<file path="src/rtl/rambist_if.sv">
// Memory-side bus between the BIST engine and the single-port RAM: ce/we/addr/din out, registered dout back.
// The BIST drives every request field; dout is valid the cycle after a read was issued.
interface rambist_if #(
  parameter int DW = 32,
  parameter int AW = 10
);
  logic          ce;
  logic [DW-1:0] we;
  logic [AW-1:0] addr;
  logic [DW-1:0] din;
  logic [DW-1:0] dout;

  modport master (output ce, output we, output addr, output din, input dout);
  modport slave  (input ce, input we, input addr, input din, output dout);
endinterface

</file>
<file path="src/rtl/rambist.sv">
// March C- BIST for a 1-cycle-read single-port RAM; RAMBIST_STOP_ON_FAIL_EN ends the test at the first mismatch.
// Latency: done rises 10N+2 edges after the start edge; no backpressure, start is ignored while busy.
module rambist #(
  parameter int DW = 32,
  parameter int AW = 10
) (
  input  logic          clk,
  input  logic          nreset,
  input  logic          start,
  output logic          busy,
  output logic          done,
  output logic          pass,
  output logic [AW-1:0] fail_addr,
  output logic [2:0]    fail_elem,
  output logic [7:0]    err_count,
  rambist_if.master     mem
);

  typedef enum logic [1:0] {IDLE, RUN, CHECK, DONE} state_t;

  localparam logic [AW-1:0] ALAST = '1;

  state_t        state;
  logic [2:0]    elem;
  logic [AW-1:0] addr;
  logic          ph;
  logic          fin;
  logic [2:0]    op_elem;
  logic [DW-1:0] op_exp;
  logic          chk_vld;
  logic [AW-1:0] chk_addr;
  logic [DW-1:0] chk_exp;
  logic [2:0]    chk_elem;

  logic          is_rd;
  logic          at_end;
  logic          mism;
  logic          first;
  logic          stop_hit;
  logic [7:0]    err_nxt;

  // Element table: E0 w0, E1 r0w1, E2 r1w0 (up); E3 r0w1, E4 r1w0, E5 r0 (down).
  function automatic logic el_rd(input logic [2:0] e);
    return e != 3'd0;
  endfunction

  function automatic logic el_wr(input logic [2:0] e);
    return e != 3'd5;
  endfunction

  function automatic logic el_dn(input logic [2:0] e);
    return e >= 3'd3;
  endfunction

  function automatic logic [DW-1:0] el_rpat(input logic [2:0] e);
    return (e == 3'd2 || e == 3'd4) ? {DW{1'b1}} : {DW{1'b0}};
  endfunction

  function automatic logic [DW-1:0] el_wpat(input logic [2:0] e);
    return (e == 3'd1 || e == 3'd3) ? {DW{1'b1}} : {DW{1'b0}};
  endfunction

  always_comb begin
    is_rd   = !ph && el_rd(elem);
    at_end  = el_dn(elem) ? (addr == '0) : (addr == ALAST);
    mism    = (state == RUN || state == CHECK) && chk_vld && (mem.dout != chk_exp);
    first   = mism && (err_count == 8'd0);
    err_nxt = (mism && err_count != 8'hFF) ? err_count + 8'd1 : err_count;
  end

`ifdef RAMBIST_STOP_ON_FAIL_EN
  assign stop_hit = mism;
`else
  assign stop_hit = 1'b0;
`endif

  always_ff @(posedge clk or negedge nreset) begin
    if (!nreset) begin
      state     <= IDLE;
      busy      <= 1'b0;
      done      <= 1'b0;
      pass      <= 1'b0;
      fail_addr <= '0;
      fail_elem <= '0;
      err_count <= '0;
      elem      <= '0;
      addr      <= '0;
      ph        <= 1'b0;
      fin       <= 1'b0;
      op_elem   <= '0;
      op_exp    <= '0;
      chk_vld   <= 1'b0;
      chk_addr  <= '0;
      chk_exp   <= '0;
      chk_elem  <= '0;
      mem.ce    <= 1'b0;
      mem.we    <= '0;
      mem.addr  <= '0;
      mem.din   <= '0;
    end else begin
      // Read issued this cycle is checked next cycle, when the RAM's registered dout is valid.
      chk_vld  <= mem.ce && (mem.we == '0);
      chk_addr <= mem.addr;
      chk_exp  <= op_exp;
      chk_elem <= op_elem;

      if (mism) err_count <= err_nxt;
      if (first) begin
        fail_addr <= chk_addr;
        fail_elem <= chk_elem;
      end

      case (state)
        IDLE, DONE: begin
          if (start) begin
            state     <= RUN;
            busy      <= 1'b1;
            done      <= 1'b0;
            pass      <= 1'b0;
            fail_addr <= '0;
            fail_elem <= '0;
            err_count <= '0;
            elem      <= '0;
            addr      <= '0;
            ph        <= 1'b0;
            fin       <= 1'b0;
          end
        end

        RUN: begin
          if (stop_hit) begin
            state  <= DONE;
            busy   <= 1'b0;
            done   <= 1'b1;
            pass   <= 1'b0;
            mem.ce <= 1'b0;
            mem.we <= '0;
          end else if (fin) begin
            state  <= CHECK;
            mem.ce <= 1'b0;
            mem.we <= '0;
          end else begin
            mem.ce   <= 1'b1;
            mem.addr <= addr;
            op_elem  <= elem;
            if (is_rd) begin
              mem.we <= '0;
              op_exp <= el_rpat(elem);
            end else begin
              mem.we  <= '1;
              mem.din <= el_wpat(elem);
            end

            if (is_rd && el_wr(elem)) begin
              ph <= 1'b1;
            end else begin
              ph <= 1'b0;
              if (at_end) begin
                if (elem == 3'd5) begin
                  fin <= 1'b1;
                end else begin
                  elem <= elem + 3'd1;
                  addr <= el_dn(elem + 3'd1) ? ALAST : '0;
                end
              end else begin
                addr <= el_dn(elem) ? addr - 1'b1 : addr + 1'b1;
              end
            end
          end
        end

        CHECK: begin
          state <= DONE;
          busy  <= 1'b0;
          done  <= 1'b1;
          pass  <= (err_nxt == 8'd0);
        end

        default: state <= IDLE;
      endcase
    end
  end

endmodule

</file>
<file path="src/flat_wrapper.sv">
// flat-port wrapper written by rule: the top's interface ports become plain ports
module rambist_flat 
#(
  parameter int DW = 32,
  parameter int AW = 10
)
  (clk, nreset, start, busy, done, pass, fail_addr, fail_elem, err_count, mem_ce, mem_we, mem_addr, mem_din, mem_dout);
  rambist_if #(.DW(DW), .AW(AW)) mem_i ();
  input  logic clk;
  input  logic nreset;
  input  logic start;
  output logic busy;
  output logic done;
  output logic pass;
  output logic [AW-1:0] fail_addr;
  output logic [2:0] fail_elem;
  output logic [7:0] err_count;
  output wire logic [$bits(mem_i.ce)-1:0] mem_ce;
  output wire logic [$bits(mem_i.we)-1:0] mem_we;
  output wire logic [$bits(mem_i.addr)-1:0] mem_addr;
  output wire logic [$bits(mem_i.din)-1:0] mem_din;
  input wire logic [$bits(mem_i.dout)-1:0] mem_dout;
  assign mem_ce = mem_i.ce;
  assign mem_we = mem_i.we;
  assign mem_addr = mem_i.addr;
  assign mem_din = mem_i.din;
  assign mem_i.dout = mem_dout;
  rambist #(.DW(DW), .AW(AW)) u_core (.clk(clk), .nreset(nreset), .start(start), .busy(busy), .done(done), .pass(pass), .fail_addr(fail_addr), .fail_elem(fail_elem), .err_count(err_count), .mem(mem_i));
endmodule
</file>
<file path="config.mk">
export PLATFORM = sky130hd
export DESIGN_NAME = rambist_flat
export DESIGN_NICKNAME = d
export VERILOG_FILES = /design/src/rtl/rambist_if.sv /design/src/rtl/rambist.sv /design/src/flat_wrapper.sv
export SDC_FILE = /design/constraint.sdc
export NUM_CORES = 1
export LEC_CHECK = 0
export CORE_ASPECT_RATIO = 1.4
export CORE_MARGIN = 8
export CORE_UTILIZATION = 51
export CTS_CLUSTER_DIAMETER = 200
export DETAILED_ROUTE_END_ITERATION = 10
export PLACE_DENSITY_LB_ADDON = 0.25
export SYNTH_ARGS = -nofsm -noshare
export SYNTH_HDL_FRONTEND = slang
export SYNTH_SLANG_ARGS = --single-unit
</file>
<file path="constraint.sdc">
create_clock -name clk -period 6.9 [get_ports clk]
set_input_delay 1.725 -clock clk [delete_from_list [all_inputs] [get_ports clk]]
set_output_delay 1.725 -clock clk [all_outputs]
set_load 0.01 [all_outputs]
</file>
==> summary.txt <==
CTS Buffer Depth - 2
hold-fix buffer count after cts - 0
CP Capture Type - flip-flop
pwr dens - 447.1 nW/um^2
Setup TNS - 0 ns
Detailed Place HPWL - 7723 microns
placed cell area - 5231 sq um
largest net degree at the start of global routing - 74
RSZ-0062 raised after global routing - false
largest area contributor in the netlist - dfrtp_1
first-pass GRT wire length - 17280 microns
crit share post-route - 0.6257
synth unique cells - 53
global route hottest layer - met2
CTS tree - yes
DRT Wirelength - 10650 microns
DRC - 0
grt met2 use - 0.3410
Detail Route Antenna Nets - 0
Worst VDD drop - 0.3237 mV
aggregate global routing overflow - 0
Clock transition at path regs - 0.06 ns
Setup CP Type - primary input to flip-flop
Syn-to-layout area delta - 30.78%
PortBufs - 133
DRT Pass-1 Iters - 4
final hold vios - 0
Primary FF master, synth - dfrtp_1
area taken by multi-input logic gates - 1894 sq um
H-tree depth - 3
Num CTS Buffers - 9
die height - 124.4 microns
CTS Sinks - 73
Worst EP required - 7.08 ns
maxcap violations - 0
startpoint types - primary input
vias per inst - 5.385
CP max FO - 13
clock skew - 0.005880 ns
core area - 8149 sq um
GP Congestion - 0.8357
GRT met3 Usage - 0.03739
synth warn - 0
Leak - 2.539 nW
sequential area share after synthesis - 0.4268
Final Max Slew Viols - 0
antenna cells - 0
Async SR Flop Fraction - 1.000
hold crit path type - flip-flop to flip-flop
Tmin final - 4.317 ns
Clock Latency Late Sink - 0.33 ns
synthesis-stage register bit count - 73
initial antenna violation count - 0
layout cells sized above 1 - 0.06870
vias - 3371
CTS Root Cell - clkbuf_16
met1 Resource Use GR - 0.1936
Design Power - 2.503 mW
DR iter-0 viols - 101
final setup fails - 0
Post-Syn Area - 4280 sq um
Cells after Synth - 445
number of synthesized flops with an enable pin - 0
FMAX - 231.6 MHz
standard-cell rows - 39
gr usage total - 0.1849
post-cts resize count - 0
Worst slew margin - 0.3491
initial core utilization - 0.5253
Post-CTS Setup Inserts - 0
DR WL/cell - 17.02 microns
DIE AREA - 11620 sq um
worst slew pin tran - 0.9728 ns
Fillers - 614
post-synth top area share - 0.4268
top post-synthesis cells by area - dfrtp_1, buf_4, ha_1
sequential cell area - 1827 sq um
CP arrival - 4.50 ns
IO Count - 134
Die X-Extent - 93.43 microns
Final Instance Area - 5598 sq um
syn_nets - 499
vias in the first global route - 3400
Final #Nets - 573
status - complete, no violations
syn avg cell area - 9.619 sq um
-- sequential cells by signal (all words and copies together) (netlist names), 2 cells and up --
name and flops:
u_core.addr 10, u_core.chk_addr 10, u_core.chk_elem 3, u_core.elem 3, u_core.err_count 8, u_core.fail_addr 10, u_core.fail_elem 3, u_core.mem.addr 10
u_core.op_elem 3, u_core.state 2
-- path summary, 6_finish.rpt --
path	cells after the start	startpoint	slack (ns)	to
hold / removal	0	u_core.op_exp[30]$_DFFE_PN0P_	0.38	u_core.chk_exp[30]$_DFF_PN0_
min in group asynchronous	2	nreset	1.59	u_core.err_count[2]$_DFF_PN0_
max in group asynchronous	2	nreset	4.72	u_core.fail_addr[2]$_DFF_PN0_
hold reg to reg	0	u_core.op_exp[30]$_DFFE_PN0P_	0.38	u_core.chk_exp[30]$_DFF_PN0_
setup reg to reg	11	u_core.elem[0]$_DFFE_PN0P_	3.42	u_core.addr[8]$_DFFE_PN0P_
setup / recovery	8	mem_dout[10]	2.58	u_core.fail_elem[1]$_DFF_PN0_
-- layout make-up --
class,instances,share of cell area
multi-input combinational,288,0.3384
sequential,73,0.3263
timing repair buffer,134,0.2383
clock buffer,10,0.04090
clock inverter,6,0.02459
tap,102,0.02280
inverter,13,0.008717
-- per-stage QoR --
step / util / cells / hold WS, ns / setup WS, ns
6_report: 0.6869 / 626 / 0.3775 / 2.583
5_1_grt: 0.6869 / 626 / 0.3820 / 2.392
4_1_cts: 0.6869 / 626 / 0.3803 / 2.554
3_5_place_dp: 0.6419 / 610 / 0.3654 / 2.208
3_3_place_gp: 0.6419 / 610 / 0.3627 / 2.437
2_1_floorplan: - / 445 / 0.3535 / 3.251
-- cell families after synthesis --
logic type	count (synthesis)	synth area share
buf+inv	84	0.1307
flops	73	0.4268
fa+ha+maj	19	0.05729
simple gates	159	0.1754
compound gates	69	0.1087
mux	27	0.07249
xor+xnor	14	0.02865
-- critical path: stages --
cell             delay, ns
clkdlybuf4s50_1       0.42
or4_1                 0.55
nor4_1                0.29
o22ai_1               0.16
or2_1                 0.31
nand4_1               0.67
mux2i_1               0.30
nor2_1                0.07
-- power by group --
group          switching (mW)  internal (mW)  total, mW
clock network           0.181          0.392      0.574
registers               0.164          0.571      0.735
logic                   0.578          0.616       1.19
total                   0.924           1.58       2.50
-- cells in the mapped netlist (all sizes together) (3+ instances only) --
| cell type | n |
|---|---|
| ha | 18 |
| nand2b | 3 |
| mux2 | 11 |
| or4 | 6 |
| or3 | 5 |
| buf | 64 |
| inv | 13 |
| o22ai | 3 |
| a211oi | 3 |
| nand3 | 9 |
| clkbuf | 7 |
| nor4 | 6 |
| mux2i | 16 |
| nand4 | 8 |
| dfrtp | 73 |
| a21oi | 21 |
| o21bai | 3 |
| a21o | 4 |
| nor2 | 38 |
| nor2b | 7 |
| xnor2 | 8 |
| nand2 | 56 |
| xor2 | 6 |
| nor3 | 14 |
| o21ai | 16 |
-- layer usage --
metal,up-vias,share of wire
met5,-,0
met4,0,0.017
met3,13,0.054
met2,81,0.57
met1,1637,0.36
li1,1640,-
-- placed cells by master, fill, tap and decap left out, types with 3 or more instances in the layout --
master,synthesis,layout
bufinv_16,0,4
nor2b_1,7,7
or3_1,5,5
mux2_2,3,3
inv_1,13,13
o21bai_1,3,3
ha_1,18,18
dfrtp_1,73,73
o21ai_0,12,12
nor3_1,14,14
xnor2_1,8,8
nor2_1,38,38
mux2_4,7,7
nand3_1,9,9
nand2_1,56,56
clkdlybuf4s50_1,0,132
a21o_1,4,4
nand4_1,8,8
nor4_1,6,6
o21ai_2,4,4
a211oi_1,3,3
a21oi_1,20,20
mux2i_1,16,16
xor2_1,6,6
nand2b_1,3,3
or4_1,5,5
o22ai_1,3,3
clkbuf_16,0,9
No activity file was read; power rests on OpenSTA's default activity.
